**src/rtl/tlb_inv_seq.sv**
```systemverilog
// INVTLB sequencer: walks all TLB entries over the shared read port and clears E on matches.
// Optional INVTLB_HIT_CNT_EN adds inv_hit_cnt (entries cleared by the last walk).
module tlb_inv_seq #(
  parameter int LOG2TLBNUM = 4
) (
  input  logic                  clk,
  input  logic                  reset,
  input  logic                  inv_start,
  input  logic [4:0]            inv_op,
  input  logic [9:0]            inv_asid,
  input  logic [18:0]           inv_vppn,
  input  logic [LOG2TLBNUM-1:0] wb_r_index,
  output logic [LOG2TLBNUM-1:0] tlb_r_index,
  input  logic                  tlb_r_e,
  input  logic                  tlb_r_g,
  input  logic [9:0]            tlb_r_asid,
  input  logic [18:0]           tlb_r_vppn,
  input  logic [5:0]            tlb_r_ps,
  output logic                  tlb_clr_we,
  output logic [LOG2TLBNUM-1:0] tlb_clr_index,
  output logic                  inv_busy,
  output logic                  inv_done,
`ifdef INVTLB_HIT_CNT_EN
  output logic [LOG2TLBNUM:0]   inv_hit_cnt,
`endif
  output logic                  inv_ine
);

  localparam logic [LOG2TLBNUM-1:0] LAST_IDX = {LOG2TLBNUM{1'b1}};

  typedef enum logic [1:0] {IDLE, SCAN, DONE} state_t;

  state_t                state_q, state_d;
  logic [LOG2TLBNUM-1:0] idx_q, idx_d;
  logic [4:0]            op_q;
  logic [9:0]            asid_q;
  logic [18:0]           vppn_q;
  logic                  clr_we_q, clr_we_d;
  logic [LOG2TLBNUM-1:0] clr_index_q;
  logic                  ine_q, ine_d;
  logic                  op_legal, accept;
  logic                  vmatch, amatch, op_match;

  assign op_legal = (inv_op <= 5'd6);
  assign accept   = (state_q == IDLE) && inv_start && op_legal;

  always_ff @(posedge clk) begin
    if (reset) state_q <= IDLE;
    else       state_q <= state_d;
  end

  always_comb begin
    state_d = state_q;
    case (state_q)
      IDLE:    if (accept) state_d = SCAN;
      SCAN:    if (idx_q == LAST_IDX) state_d = DONE;
      DONE:    state_d = IDLE;
      default: state_d = IDLE;
    endcase
  end

  // Outside SCAN the read port belongs to WB (TLBRD).
  always_comb begin
    inv_busy    = (state_q != IDLE);
    inv_done    = (state_q == DONE);
    tlb_r_index = (state_q == SCAN) ? idx_q : wb_r_index;
  end

  // A 2 MB page (ps = 21) ignores the low 9 VPPN bits.
  always_comb begin
    vmatch = (tlb_r_ps == 6'd21) ? (tlb_r_vppn[18:9] == vppn_q[18:9])
                                 : (tlb_r_vppn == vppn_q);
    amatch = (tlb_r_asid == asid_q);
    case (op_q)
      5'd0, 5'd1: op_match = 1'b1;
      5'd2:       op_match = tlb_r_g;
      5'd3:       op_match = !tlb_r_g;
      5'd4:       op_match = !tlb_r_g && amatch;
      5'd5:       op_match = !tlb_r_g && amatch && vmatch;
      5'd6:       op_match = (tlb_r_g || amatch) && vmatch;
      default:    op_match = 1'b0;
    endcase
  end

  always_comb begin
    clr_we_d = (state_q == SCAN) && tlb_r_e && op_match;
    ine_d    = (state_q == IDLE) && inv_start && !op_legal;
    idx_d    = idx_q;
    if (accept) idx_d = '0;
    else if (state_q == SCAN && idx_q != LAST_IDX) idx_d = idx_q + LOG2TLBNUM'(1);
  end

  always_ff @(posedge clk) begin
    if (reset) begin
      idx_q       <= '0;
      op_q        <= '0;
      asid_q      <= '0;
      vppn_q      <= '0;
      clr_we_q    <= 1'b0;
      clr_index_q <= '0;
      ine_q       <= 1'b0;
    end else begin
      idx_q    <= idx_d;
      clr_we_q <= clr_we_d;
      ine_q    <= ine_d;
      if (accept) begin
        op_q   <= inv_op;
        asid_q <= inv_asid;
        vppn_q <= inv_vppn;
      end
      if (state_q == SCAN) clr_index_q <= idx_q;
    end
  end

  assign tlb_clr_we    = clr_we_q;
  assign tlb_clr_index = clr_index_q;
  assign inv_ine       = ine_q;

`ifdef INVTLB_HIT_CNT_EN
  // Counts alongside the registered clear so the total is final when inv_done rises.
  logic [LOG2TLBNUM:0] hit_cnt_q;

  always_ff @(posedge clk) begin
    if (reset)         hit_cnt_q <= '0;
    else if (accept)   hit_cnt_q <= '0;
    else if (clr_we_d) hit_cnt_q <= hit_cnt_q + (LOG2TLBNUM+1)'(1);
  end

  assign inv_hit_cnt = hit_cnt_q;
`endif

endmodule

```
**config.mk**
```make
export PLATFORM = sky130hd
export DESIGN_NAME = tlb_inv_seq
export DESIGN_NICKNAME = d
export VERILOG_FILES = /design/src/rtl/tlb_inv_seq.sv
export SDC_FILE = /design/constraint.sdc
export NUM_CORES = 1
export LEC_CHECK = 0
export BUFFER_PORTS_ARGS = -buffer_cell sky130_fd_sc_hd__buf_2
export CAP_MARGIN = 20
export CORE_MARGIN = 4
export CORE_UTILIZATION = 45
export DETAILED_ROUTE_END_ITERATION = 6
export PLACE_DENSITY = 0.84
export REMOVE_ABC_BUFFERS = 1
export SLEW_MARGIN = 20
export SYNTH_ARGS = -nofsm -noshare
export SYNTH_HDL_FRONTEND = slang
export SYNTH_SLANG_ARGS = --single-unit
```
**constraint.sdc**
```tcl
create_clock -name clk -period 1.98 [get_ports clk]
set_clock_uncertainty 0.15 [all_clocks]
set_input_delay 0.099 -clock clk [delete_from_list [all_inputs] [get_ports clk]]
set_output_delay 0.099 -clock clk [all_outputs]
set_load 0.01 [all_outputs]
```
==> impl_metrics.csv <==
group,metric,value,unit
finish,finish.net_count,460,
power,vdd.ir_drop.worst,0.5384,mV
yosys,ys_seq_area_share,44.61,%
cts,cts_inserted_buffers,5,
floorplanning,std_cell_rows,24,
cts,cts.repair_timing.setup_buffer_count,0,
floorplanning,die_area,5735,µm²
power,p_switching,0.4504,mW
worst_setup_path,crit_start,"inv_op[2]",
finish,final_area,3050,µm²
yosys,commonest_cells_post_synth,"84 x nand2_1, 46 x dfxtp_1, 40 x a21oi_1",
yosys,syn_area_per_cell,8.002,µm²
grt,vias_in_the_first_global_route,2052,
placement,place.detailed.instances,391,
finish,layout-drive-gt1-share,27.49,%
power,fraction_of_power_spent_switching_nets,21.41,%
finish,syn2layout_area_growth,47.76,%
job,drv_cap,0,
worst_setup_path,setup.worst_path.end_class,"register",
routing,drtAntennaViolNets,0,
cts,cts.path.max_buffers,2,
power,cellInternalPower,1.653,mW
placement,placement.cell_area,2551,µm²
run_status,outcome,"finished, final reports clean",
timing,slew_violations,0,
cts,tritoncts_num_sinks,46,
power,seq_power_share,46.0,%
floorplanning,die_width,75.73,µm
yosys,ys_async_sr_fraction,0,%
timing,slew_headroom,56.04,%
timing,minimum_clock_period_after_layout,1.793,ns
cts,cts.reportedPaths.clkPinSlew,0.09,ns
yosys,synth_enable_flop_cells,0,
grt,global_route_wire_length_before_repair,8576,µm
floorplanning,floorplan.core_area,4384,µm²
power,power.leakage,1.293,nW
power,power.density_cell_area,689.6,nW/µm²
yosys,synthDominantCellAreaShare,44.61,%
yosys,synth_warnings,0,
power,totalPowerFinal,2.104,mW
yosys,postSynthRegisterBits,46,
finish,postLayoutCoreUtil,69.58,%
placement,place_hpwl,3672,µm
floorplanning,initial_core_util,47.09,%
worst_setup_path,critical_path_required,2.05,ns
worst_setup_path,timing.critical_path.to,"vppn_q[17]",
power,power.share.combinational,13.8,%
worst_setup_path,path_class,"in -> reg",
timing,final.setup.tns,0,ns
worst_setup_path,reg2reg_slack,0.33,ns
routing,routed-via-count,2171,
worst_setup_path,worst_reg2reg_path_startpoint,"asid_q[4]",
worst_setup_path,worstRegToRegCells,5,
finish,diodes,0,
placement,gp_congestion,0.7826,
routing,drtPass1Iterations,4,
timing,timing.fmax,557.6,MHz
grt,grt_util_all_layers,19.42,%
cts,cts_tree,"done",
yosys,synthFlopType,"dfxtp_1",
routing,drt-wirelength-per-cell,12.81,µm
placement,port_buffers,89,
yosys,synth_most_common_cell,"nand2_1",
timing,hold_violations,0,
floorplanning,die_h,75.73,µm
worst_setup_path,crit_path_dat,1.86,ns
yosys,syn-cell-area,2064,µm²
finish,stdcell_count,434,
yosys,synth_cell_types,31,
cts,cts-htree-levels,2,
grt,grt-ovfl-total,0,
grt,antenna_found_initial,0,
routing,drt-vias-per-instance,5.002,
worst_setup_path,path_max_fanout,25,
yosys,synth.largest_area_cell,"dfxtp_1",
routing,drt_wl_total,5561,µm
floorplanning,boundaryPins,90,
worst_setup_path,nature_of_the_critical_path_startpoint,"input pin",
timing,fin_crit_sh,90.58,%
yosys,synth_top_cells_by_area,"dfxtp_1 45%, nand2_1 15%, a21oi_1 9.7%",
yosys,synth_cells,258,
cts,root_buffer,"clkbuf_8",
grt,grt_max_degree,38,
timing,setup_repair_after_global_routing_missed_its_margin,"false",
timing,setup-violations-final,0,
worst_setup_path,r2r-end,"tlb_clr_we",
cts,clock_latency_reported_for_the_late_side_of_the_worst_skew_pair,0.29,ns
routing,drcViolationCount,0,
power,power.clock.fraction,40.2,%
routing,drt_iter0_drc,83,
min_path,holdCritPathClass,"in -> reg",
timing,transition_time_of_the_tightest_slew_check_pin,0.6593,ns
cells in the final DEF, fill, tap and decap left out:
master,instances
a2111oi_0,1
a21oi_1,40
buf_4,5
mux2i_1,1
xor2_1,11
nand4bb_1,1
nor3b_1,4
and2b_1,1
clkbuf_8,6
dlygate4sd3_1,35
ha_1,1
dfxtp_1,46
and3b_1,1
nor2b_1,1
nand2b_1,1
nand2_1,84
xnor2_1,21
a211oi_1,1
o211ai_1,1
nor3_2,1
nor4_1,4
nand4b_1,1
nor2_1,5
and3_1,1
inv_1,1
nand3_1,5
nand4_1,3
bufinv_16,2
or4_4,1
nor3_1,5
buf_2,89
a311oi_2,1
a311oi_1,1
cell type report:
class,count,area (µm²)
Sequential cell,46,920.9
Multi-Input combinational cell,198,1085
Clock inverter,2,60.06
Timing Repair Buffer,129,833.3
Inverter,1,3.754
Clock buffer,6,82.58
Tap cell,52,65.06
Fill cell,349,1334
critical path, stage by stage:
cell and delay, ns:
dlygate4sd3_1 0.53, buf_2 0.14, a311oi_2 0.34, and3_1 0.23, buf_4 0.28, nand2_1 0.08, a21oi_1 0.15
state kept, by name, summed over array words and instances (netlist names):
| signal | cells |
|---|---|
| tlb_clr_index | 4 |
| tlb_clr_we | 1 |
| inv_ine | 1 |
| asid_q | 10 |
| vppn_q | 19 |
| state_q | 2 |
| idx_q | 4 |
| op_q | 5 |
through the flow:
stage	setup WS, ns	hold WS [ns]
final	0.1865	0.05974
after global placement	0.3693	0.1912
after detailed placement	0.3389	0.1967
after floorplan	0.2892	0.01807
after CTS	0.1593	0.05337
after global routing	0.07321	0.07495
how the worst min path moves through the flow:
stage	cells past startpoint	slack [ns]	start	end
after floorplan	1	0.02	reset	asid_q[0]
after CTS	4	0.05	tlb_r_ps[1]	tlb_clr_we
after global routing	4	0.07	tlb_r_ps[1]	tlb_clr_we
final	4	0.06	tlb_r_ps[1]	tlb_clr_we
after global placement	3	0.19	inv_start	inv_ine
after detailed placement	3	0.20	inv_vppn[1]	vppn_q[1]
timing repair:
| item | CTS | global route |
|---|---|---|
| endpoints found under the setup margin | 0 | 1 |
| resized for setup | 0 | 1 |
| endpoints found under the hold margin | 34 | 0 |
| hold buffers | 35 | 0 |
kinds of logic after synthesis:
family | share of synthesized area [%]
simple gates | 25.88
flops | 44.61
compound gates | 11.70
xor+xnor | 13.58
buf+inv | 3.151
mux | 0.4849
fa+ha+maj | 0.6060
power by group through the flow:
stage | combinational [mW] | clock, mW | sequential (mW)
floorplan | 0.104 | 0 | 0.986
global placement | 0.228 | 0 | 0.987
detailed placement | 0.232 | 0 | 0.989
CTS | 0.286 | 0.865 | 0.967
global route | 0.319 | 0.892 | 0.971
finish | 0.290 | 0.846 | 0.967
per-layer routing:
layer,routed length [µm],part of all wire (%),GRT usage [%],vias to the layer above
met1,2295,41,21.67,998
met3,319,5.7,5.541,4
li1,-,-,-,1102
met2,2911,52,36.05,67
met5,0,0,0,-
met4,34,0.61,4.854,0
No activity file was read; power rests on OpenSTA's default activity.
